==> config.mk <==
export PLATFORM = sky130hd
export DESIGN_NAME = obstacle_gen
export DESIGN_NICKNAME = d
export VERILOG_FILES = /design/src/rtl/dino_pkg.sv /design/src/rtl/lfsr16.sv /design/src/rtl/obstacle_gen.sv
export SDC_FILE = /design/constraint.sdc
export NUM_CORES = 1
export LEC_CHECK = 0
export ABC_CLOCK_PERIOD_IN_PS = 5300
export BUFFER_PORTS_ARGS = -buffer_cell sky130_fd_sc_hd__buf_4
export CORE_ASPECT_RATIO = 0.8
export CORE_MARGIN = 2
export CORE_UTILIZATION = 60
export DETAILED_ROUTE_END_ITERATION = 8
export PLACE_DENSITY = 0.79
export REMOVE_ABC_BUFFERS = 1
export SYNTH_ARGS = -nofsm -noshare
export SYNTH_HDL_FRONTEND = slang
export SYNTH_HIERARCHICAL = 1
export SYNTH_SLANG_ARGS = --single-unit
export TNS_END_PERCENT = 100
==> constraint.sdc <==
create_clock -name clk -period 5.3 [get_ports clk]
set_clock_uncertainty 0.1 [all_clocks]
set_input_delay 0 -clock clk [delete_from_list [all_inputs] [get_ports clk]]
set_output_delay 0 -clock clk [all_outputs]
set_load 0.005 [all_outputs]
==> src/rtl/dino_pkg.sv <==
// Shared geometry, obstacle sizes and game-state encoding for the obstacle
// generator and its neighbours in the render pipeline.
package dino_pkg;

    localparam int SCREEN_W  = 640;
    localparam int GROUND_Y  = 400;
    localparam int NUM_SLOTS = 2;

    localparam logic signed [10:0] OBS0_W = 11'sd16;
    localparam logic signed [10:0] OBS1_W = 11'sd24;
    localparam logic [9:0]         OBS0_H = 10'd32;
    localparam logic [9:0]         OBS1_H = 10'd48;

    typedef enum logic [1:0] {
        IDLE = 2'd0,
        RUN  = 2'd1,
        HALT = 2'd2
    } state_t;

    function automatic logic signed [10:0] obs_width(input logic t);
        return t ? OBS1_W : OBS0_W;
    endfunction

    function automatic logic [9:0] obs_height(input logic t);
        return t ? OBS1_H : OBS0_H;
    endfunction

endpackage

==> src/rtl/lfsr16.sv <==
// Free-running 16-bit Galois LFSR (taps 16,14,13,11) used as the obstacle
// randomness source; reloads SEED on reset.
module lfsr16 #(
    parameter logic [15:0] SEED = 16'hACE1
) (
    input  logic        clk,
    input  logic        rst,
    output logic [15:0] o_lfsr
);

    logic [15:0] r_lfsr;

    always_ff @(posedge clk) begin
        if (rst) begin
            r_lfsr <= SEED;
        end else begin
            r_lfsr <= {1'b0, r_lfsr[15:1]} ^ (r_lfsr[0] ? 16'hB400 : 16'h0000);
        end
    end

    assign o_lfsr = r_lfsr;

endmodule

==> src/rtl/obstacle_gen.sv <==
// Obstacle game logic (two scrolling slots, random spawning, speed ramp) and
// the 1-clk registered obstacle pixel feeding the compositor.
module obstacle_gen
    import dino_pkg::*;
#(
    parameter logic [8:0] MIN_GAP        = 9'd160,
    parameter logic [3:0] SPEED_INIT     = 4'd4,
    parameter logic [3:0] SPEED_MAX      = 4'd12,
    parameter int         SPEED_UP_TICKS = 512
) (
    input  logic       clk,
    input  logic       rst,
    input  logic [9:0] i_hpos,
    input  logic [9:0] i_vpos,
    input  logic       i_game_tick_60hz,
    input  logic       i_game_start_pulse,
    input  logic       i_collision,
    output logic       o_color_obstacle,
    output logic       o_running,
    output logic [3:0] o_speed
);

    localparam logic signed [10:0] SPAWN_X   = 11'(SCREEN_W);
    localparam logic [9:0]         GROUND    = 10'(GROUND_Y);
    localparam logic [8:0]         TICK_LAST = 9'(SPEED_UP_TICKS - 1);

    state_t                r_state, w_state_nx;
    logic [NUM_SLOTS-1:0]  r_active, w_active_nx;
    logic [NUM_SLOTS-1:0]  r_type, w_type_nx;
    logic signed [10:0]    r_x    [NUM_SLOTS];
    logic signed [10:0]    w_x_nx [NUM_SLOTS];
    logic [3:0]            r_speed, w_speed_nx;
    logic [8:0]            r_spawn_cnt, w_spawn_cnt_nx;
    logic [8:0]            r_tick_cnt, w_tick_cnt_nx;
    logic                  r_color;
    logic                  w_do_tick, w_spawned, w_hit;
    logic signed [10:0]    w_hpos;
    logic [15:0]           w_lfsr;
    logic                  w_unused_lfsr;

    lfsr16 #(.SEED(16'hACE1)) u_lfsr (
        .clk    (clk),
        .rst    (rst),
        .o_lfsr (w_lfsr)
    );

    assign w_unused_lfsr = ^w_lfsr[15:7];
    assign w_do_tick     = (r_state == RUN) && i_game_tick_60hz && !i_game_start_pulse;
    assign w_hpos        = $signed({1'b0, i_hpos});

    always_comb begin
        w_state_nx = r_state;
        if (i_game_start_pulse) begin
            w_state_nx = RUN;
        end else if (r_state == RUN && i_collision) begin
            w_state_nx = HALT;
        end
    end

    // Retirement happens before the free-slot search, so a slot leaving this tick can be reused at once
    always_comb begin
        w_active_nx    = r_active;
        w_type_nx      = r_type;
        w_x_nx         = r_x;
        w_spawn_cnt_nx = r_spawn_cnt;
        w_tick_cnt_nx  = r_tick_cnt;
        w_speed_nx     = r_speed;
        w_spawned      = 1'b0;
        if (w_do_tick) begin
            for (int i = 0; i < NUM_SLOTS; i++) begin
                if (r_active[i]) begin
                    w_x_nx[i]      = r_x[i] - $signed({7'd0, r_speed});
                    w_active_nx[i] = (w_x_nx[i] + obs_width(r_type[i])) > 11'sd0;
                end
            end
            if (r_spawn_cnt <= {5'd0, r_speed}) begin
                w_spawn_cnt_nx = 9'd0;
                for (int i = 0; i < NUM_SLOTS; i++) begin
                    if (!w_spawned && !w_active_nx[i]) begin
                        w_spawned      = 1'b1;
                        w_active_nx[i] = 1'b1;
                        w_x_nx[i]      = SPAWN_X;
                        w_type_nx[i]   = w_lfsr[0];
                        w_spawn_cnt_nx = MIN_GAP + {1'b0, w_lfsr[6:1], 2'b00};
                    end
                end
            end else begin
                w_spawn_cnt_nx = r_spawn_cnt - {5'd0, r_speed};
            end
            if (r_tick_cnt == TICK_LAST) begin
                w_tick_cnt_nx = 9'd0;
                if (r_speed < SPEED_MAX) begin
                    w_speed_nx = r_speed + 4'd1;
                end
            end else begin
                w_tick_cnt_nx = r_tick_cnt + 9'd1;
            end
        end
    end

    always_comb begin
        w_hit = 1'b0;
        for (int i = 0; i < NUM_SLOTS; i++) begin
            if (r_active[i] && w_hpos >= r_x[i] && w_hpos < r_x[i] + obs_width(r_type[i])
                && i_vpos >= GROUND - obs_height(r_type[i]) && i_vpos < GROUND) begin
                w_hit = 1'b1;
            end
        end
    end

    always_ff @(posedge clk) begin
        if (rst) begin
            r_state     <= IDLE;
            r_active    <= '0;
            r_type      <= '0;
            for (int i = 0; i < NUM_SLOTS; i++) begin
                r_x[i] <= '0;
            end
            r_speed     <= SPEED_INIT;
            r_spawn_cnt <= MIN_GAP;
            r_tick_cnt  <= '0;
            r_color     <= 1'b0;
        end else begin
            r_state <= w_state_nx;
            r_color <= w_hit && (r_state != IDLE);
            if (i_game_start_pulse) begin
                r_active    <= '0;
                r_speed     <= SPEED_INIT;
                r_spawn_cnt <= MIN_GAP;
                r_tick_cnt  <= '0;
            end else begin
                r_active    <= w_active_nx;
                r_type      <= w_type_nx;
                r_x         <= w_x_nx;
                r_speed     <= w_speed_nx;
                r_spawn_cnt <= w_spawn_cnt_nx;
                r_tick_cnt  <= w_tick_cnt_nx;
            end
        end
    end

    assign o_color_obstacle = r_color;
    assign o_running        = (r_state == RUN);
    assign o_speed          = r_speed;

endmodule
**Yosys cells after proc, flatten, opt, wreduce, memory -nomap -nowiden**

Index checks and enable logic that the tools add are counted.

- Input port bits: 25
- Logic and storage cells: 90
- Register bits: 67
- Output and inout bits: 6

- Magnitude comparators: 11
- Multiplexer cells: 27
- Add/subtract/negate cells: 12
- Reductions and logical operators: 23
- Equality and inequality tests: 2
- Bitwise operators: 3

Operator list:

| kind | count |
|---|---|
| 11-bit two-way mux | 4 |
| 9-bit two-way mux | 4 |
| 11-bit adder | 2 |
| 11-bit by 6-bit adder with 11-bit output | 2 |
| 11-bit >= comparator | 2 |
| 11-bit by 1-bit > comparator with 1-bit output (second input constant) | 2 |
| 11-bit < comparator | 2 |
| 22-bit two-way mux | 1 |
| 11-bit by 5-bit subtractor with 11-bit output | 2 |
| 10-bit >= comparator | 2 |
| 9-bit by 6-bit subtractor with 10-bit output (first input constant) | 2 |
| 16-bit two-way mux | 1 |
| 15-bit by 16-bit bitwise XOR with 16-bit output | 1 |
| 1-bit logical AND | 13 |
| 1-bit two-way mux | 12 |
| 10-bit by 9-bit < comparator with 1-bit output (second input constant) | 1 |
| 5-bit two-way mux | 2 |
| 8-bit by 8-bit adder with 9-bit output (first input constant) | 1 |
| 9-bit by 1-bit adder with 9-bit output (second input constant) | 1 |
| 9-bit == test (second input constant) | 1 |
| 9-bit by 4-bit less-or-equal comparator with 1-bit output | 1 |
| 9-bit by 4-bit subtractor with 9-bit output | 1 |
| 4-bit two-way mux | 2 |
| 4-bit AND reduction | 2 |
| other kinds (10) | 14 |

**Longest topological paths before layout**

- Depth after elaboration: 12
- Gate-level depth with buffers: 17
- Depth with buffers taken out: 16

**Modules after synthesis**

Netlist, hierarchy kept.

Modules (own cells, without submodules):

| module | cells an instance | area each (um2) | times used | seq. area each (um2) |
|---|---|---|---|---|
| obstacle_gen | 557 | 4504.3 | 1 | 1021.0 |
| lfsr16 | 36 | 462.9 | 1 | 320.3 |

**Worst setup path after synthesis**

No wires, ideal clock.

- Path type: flip-flop to flip-flop
- Start point: register r_speed[1], in the netlist o_speed[1]
- End point: register r_spawn_cnt[7]
- Stages on the path, launching flop included: 16
- Arrival: 3.563 ns
- Setup time: 0.097 ns
- Setup slack: 1.540 ns
- Clock period less this slack: 3.760 ns
- Path buffers: 1
- Data required time: 5.103 ns
- Cells stage by stage: dfxtp_1 inv_1 ha_1 nor2b_1 o31a_1 nor2_1 ha_1 inv_1 ha_1 nand4_1 or4_1 o311a_4 o21a_1 and3_1 buf_6 o41ai_4

- Word-level cells in the longest chain between the ends: 12
- Elaborated cells on any way between the ends: 21
- Classes of those cells: 5 x add/sub; 3 x order compare; 10 x mux; 3 x reduce/logical

RTL lines:

| element | line | RTL |
|---|---|---|
| start, declared | obstacle_gen.sv:32 | `logic [3:0] r_speed, w_speed_nx;` |
| start signal, assigned | obstacle_gen.sv:135 | `r_speed <= w_speed_nx;` |
| 11-bit by 5-bit subtractor with 11-bit output | obstacle_gen.sv:72 | `w_x_nx[i] = r_x[i] - $signed({7'd0, r_speed});` |
| 11-bit adder | obstacle_gen.sv:73 | `w_active_nx[i] = (w_x_nx[i] + obs_width(r_type[i])) > 11'sd0;` |
| 11-bit by 1-bit > comparator with 1-bit output | obstacle_gen.sv:73 |  |
| 1-bit two-way mux | obstacle_gen.sv:71 | `if (r_active[i]) begin` |
| 1-bit two-way mux | obstacle_gen.sv:69 | `if (w_do_tick) begin` |
| 1-bit two-way mux | obstacle_gen.sv:79 | `if (!w_spawned && !w_active_nx[i]) begin` |
| 1-bit two-way mux | obstacle_gen.sv:76 | `if (r_spawn_cnt <= {5'd0, r_speed}) begin` |
| 1-bit two-way mux | obstacle_gen.sv:69 |  |
| 1-bit logical NOT | obstacle_gen.sv:79 |  |
| 1-bit logical AND | obstacle_gen.sv:79 |  |
| 9-bit two-way mux | obstacle_gen.sv:79 |  |
| 9-bit two-way mux (*) | obstacle_gen.sv:76 |  |
| end signal, assigned | obstacle_gen.sv:136 | `r_spawn_cnt <= w_spawn_cnt_nx;` |
| end, declared | obstacle_gen.sv:33 | `logic [8:0] r_spawn_cnt, w_spawn_cnt_nx;` |

Mark *: on every way between the ends. The rest lies on a longest branch, timed or not. The select of a mux whose other input is x is not followed.
A chain may end at the register's enable or synchronous reset.

**Worst setup path after layout**

- Start point: register r_speed[1], in the netlist o_speed[1]
- End point: register r_x[17] in the netlist's numbering

- Word-level cells in the longest chain between the ends: 7
- Elaborated cells on any way between the ends: 9
- Classes of those cells: 2 x add/sub; 2 x order compare; 5 x mux

RTL lines:

| element | line | RTL |
|---|---|---|
| 11-bit by 5-bit subtractor with 11-bit output | obstacle_gen.sv:72 |  |
| 11-bit adder | obstacle_gen.sv:73 |  |
| 11-bit by 1-bit > comparator with 1-bit output | obstacle_gen.sv:73 |  |
| 1-bit two-way mux | obstacle_gen.sv:71 |  |
| 1-bit two-way mux | obstacle_gen.sv:69 |  |
| 11-bit two-way mux | obstacle_gen.sv:79 |  |
| 22-bit two-way mux (*) | obstacle_gen.sv:76 |  |
| end signal, assigned | obstacle_gen.sv:134 | `r_x <= w_x_nx;` |
| end, declared | obstacle_gen.sv:30 | `logic signed [10:0] r_x [NUM_SLOTS];` |

Marked as above.

==> impl_metrics.toml <==
[critical_path]
crit_fanout = 8
r2r_setup_slack_ps = 1070
worstPathRequired_ps = 5420
cp-start-kind = "flip-flop"
worstRegToRegCells = 14
r2r-start = "o_speed[1]$_SDFFE_PP0P_"
endpoint_kind = "flip-flop"
crit_type = "reg -> reg"
arrival_ps = 4350
timing.rr.end = "r_x[17]$_SDFFE_PP0P_"

[cells_and_area]
regArea_mm2 = 0.00134
nFillCells = 684
area_delta_synth_final_pct = 10.5
fin_area_mm2 = 0.00549
diodes = 0
final_common_cell = "dfxtp_1"
layout.nets = 711
multiInputGateArea_mm2 = 0.00334
final_cells = 734
drive_gt1_share_pct = 9.90
layout_common_cells = "67 x dfxtp_1, 62 x ha_1, 49 x nor2_1"

[cts]
cts_sinks = 67
numCtsBuffers = 9
clk_latency_ps = 350
tritoncts = "built"
cts_max_path_buffers = 2
cts.reportedPaths.clkPinSlew_ps = 70
clockRootBuffer = "clkbuf_8"
h-tree-depth = 3
postCtsSetupBuffers = 0

[synthesis]
synth.distinct_cells = 68
syn_area_mm2 = 0.00497
ys_async_sr_fraction_pct = 0
ys_seq_elements = 67
syn_inst = 593
yosysWarnings = 6
synth_edf_count = 0
synth_area_per_cell_um2 = 8.38
synth.yosys.seq_area_share_pct = 27.0
ys.flop_type = "dfxtp_1"

[grt]
grt_max_degree = 33
grt.total_usage_pct = 28.2
antenna_found_initial = 0
grt-ovfl-total = 0
grt_pass1_vias = 4362
grt_pass1_wl_um = 20600

[placement]
place.gp.congestion = 0.873
numPortBuffers = 30
pre_cts_ws_ps = 1120
dp_cells = 712
dpl.hpwl_um = 9310
dpl_cell_area_mm2 = 0.00522

[drt]
remaining_drc_errors = 0
wl_per_cell_um = 16.5
routed_wl_um = 12100
vias_per_cell = 6.12
route.met3.wl_um = 693
drtAntennaViolNets = 0
wl_met2_um = 5400
vias = 4491
drt-met1-wl_um = 5820
detail_route.iter0.violations = 292
routed.top_layer = "met4"
firstDrtPassIters = 7

[sta]
whs_ps = 54.8
finalSetupTns_ps = 0
finalSetupViolCount = 0
post-route-period-util_pct = 79.8
slew_viol_final = 0
slew-limit-headroom_pct = 44.7
hold_viol = 0
worst_slew_pin_slew_ps = 826
rsz0062_at_grt = "false"
fmaxAchievable_ghz = 0.236
finalCriticalPeriod_ps = 4230
setup_ws_ps = 1070

[floorplan]
dieArea_mm2 = 0.00903
fp.dieW_um = 106
die_y_um = 85.4
fp-row-count = 29
io_pins = 31
start_util_pct = 62.2
core_area_mm2 = 0.00798

[power]
max-vdd-ir-drop_uv = 159
p_per_area_mw_per_mm2 = 196
p_leak_nw = 2.11

[min_path]
min_path_type = "in -> reg"
whs_endpoint = "o_color_obstacle$_SDFF_PP0_"
min_path_cells = 4
hp-start = "i_hpos[8]"

[run]
cap_violations = 0

[run_status]
status = "completed"
## Yosys cell counts (6+ instances only)
library cell,count,area share [%]
nand2b_1,8,1.0
o21a_1,7,1.1
ha_1,62,16
xnor2_1,36,6.3
inv_1,42,3.2
a21oi_1,40,4.0
dfxtp_1,67,27
and2b_1,6,0.91
or2_1,6,0.76
o211ai_1,7,1.1
o22ai_1,8,1.0
nor3_1,22,2.2
nor4_1,6,0.76
a21o_1,14,2.1
nand2_1,40,3.0
nand4_1,16,2.0
nor2_1,49,3.7
xor2_1,12,2.1
o2111ai_1,9,1.6
clkbuf_1,14,1.1
nand3_1,11,1.1
buf_6,6,1.4
o21ai_0,24,2.4
nor2b_1,10,1.3
## how the worst max path moves through the flow
stage / endpoint / slack [ps] / cells after the start / start
5_1_grt: r_x[16]$_SDFFE_PP0P_ / 760 / 14 / o_speed[1]$_SDFFE_PP0P_
3_3_place_gp: r_x[16]$_SDFFE_PP0P_ / 1340 / 14 / o_speed[1]$_SDFFE_PP0P_
4_1_cts: r_x[13]$_SDFFE_PP0P_ / 1080 / 14 / o_speed[1]$_SDFFE_PP0P_
6_report: r_x[17]$_SDFFE_PP0P_ / 1070 / 14 / o_speed[1]$_SDFFE_PP0P_
2_1_floorplan: r_x[7]$_SDFFE_PP0P_ / 1550 / 14 / o_speed[1]$_SDFFE_PP0P_
3_5_place_dp: r_x[21]$_SDFFE_PP0P_ / 1120 / 14 / o_speed[1]$_SDFFE_PP0P_
## where the power goes
group	internal, mW	switching (mW)	leakage [nW]
Combinational	0.0459	0.0513	1.46
Sequential	0.514	0.00741	0.545
Clock	0.264	0.195	0.103
## metrics by stage
step | total power, mW | utilization (%)
2_1_floorplan | 0.583 | -
3_3_place_gp | 0.620 | 65.4
3_5_place_dp | 0.624 | 65.4
4_1_cts | 1.08 | 68.7
5_1_grt | 1.11 | 68.7
6_report | 1.08 | 68.7
## layer usage
metal,vias to the layer above,GRT usage (%)
met5,-,0
met4,0,9.21
met3,25,4.53
met2,143,45.2
met1,2119,39.1
li1,2204,-
## flip-flops by register name, summed over array words and instances (netlist names)
signal            flops
r_active              2
o_speed               4
r_type                2
r_spawn_cnt           9
r_x                  22
r_state               2
u_lfsr/o_lfsr        16
r_tick_cnt            9
o_color_obstacle      1
## repair_timing
action	CTS	global route
hold buffers	6	0
hold endpoints to repair	21	0
gates resized for setup	0	0
## kinds of logic (layout without fill, tap and decap cells)
group / after synthesis / after routing / synth area share, %
buffers and inverters: 64 / 97 / 5.77
AND/OR/NAND/NOR: 195 / 195 / 19.8
flip-flops: 67 / 67 / 27.0
XOR/XNOR: 48 / 48 / 8.46
adder cells (fa/ha/maj): 65 / 65 / 16.8
multiplexers: 4 / 4 / 0.806
AO/OA/AOI/OAI: 150 / 150 / 21.4
## worst max-delay path, cell delays in order (launching register included)
cell and delay [ps]:
dfxtp_1 410, inv_1 210, ha_1 330, nor2b_1 160, o31a_1 350, nor2_1 170, ha_1 190, inv_1 70
ha_1 280, nand4_1 130, or4_1 560, o311a_4 360, o21a_1 230, o21ai_1 440, nor2_1 100
## layout make-up
type                            instances  area share [%]
Multi-Input combinational cell        462            60.9
Clock buffer                           11            2.39
Inverter                               43            2.94
Clock inverter                          5            1.41
Timing Repair Buffer                   38            5.47
Tap cell                              108            2.46
Sequential cell                        67            24.4
Power figures use the tool's default switching activity.
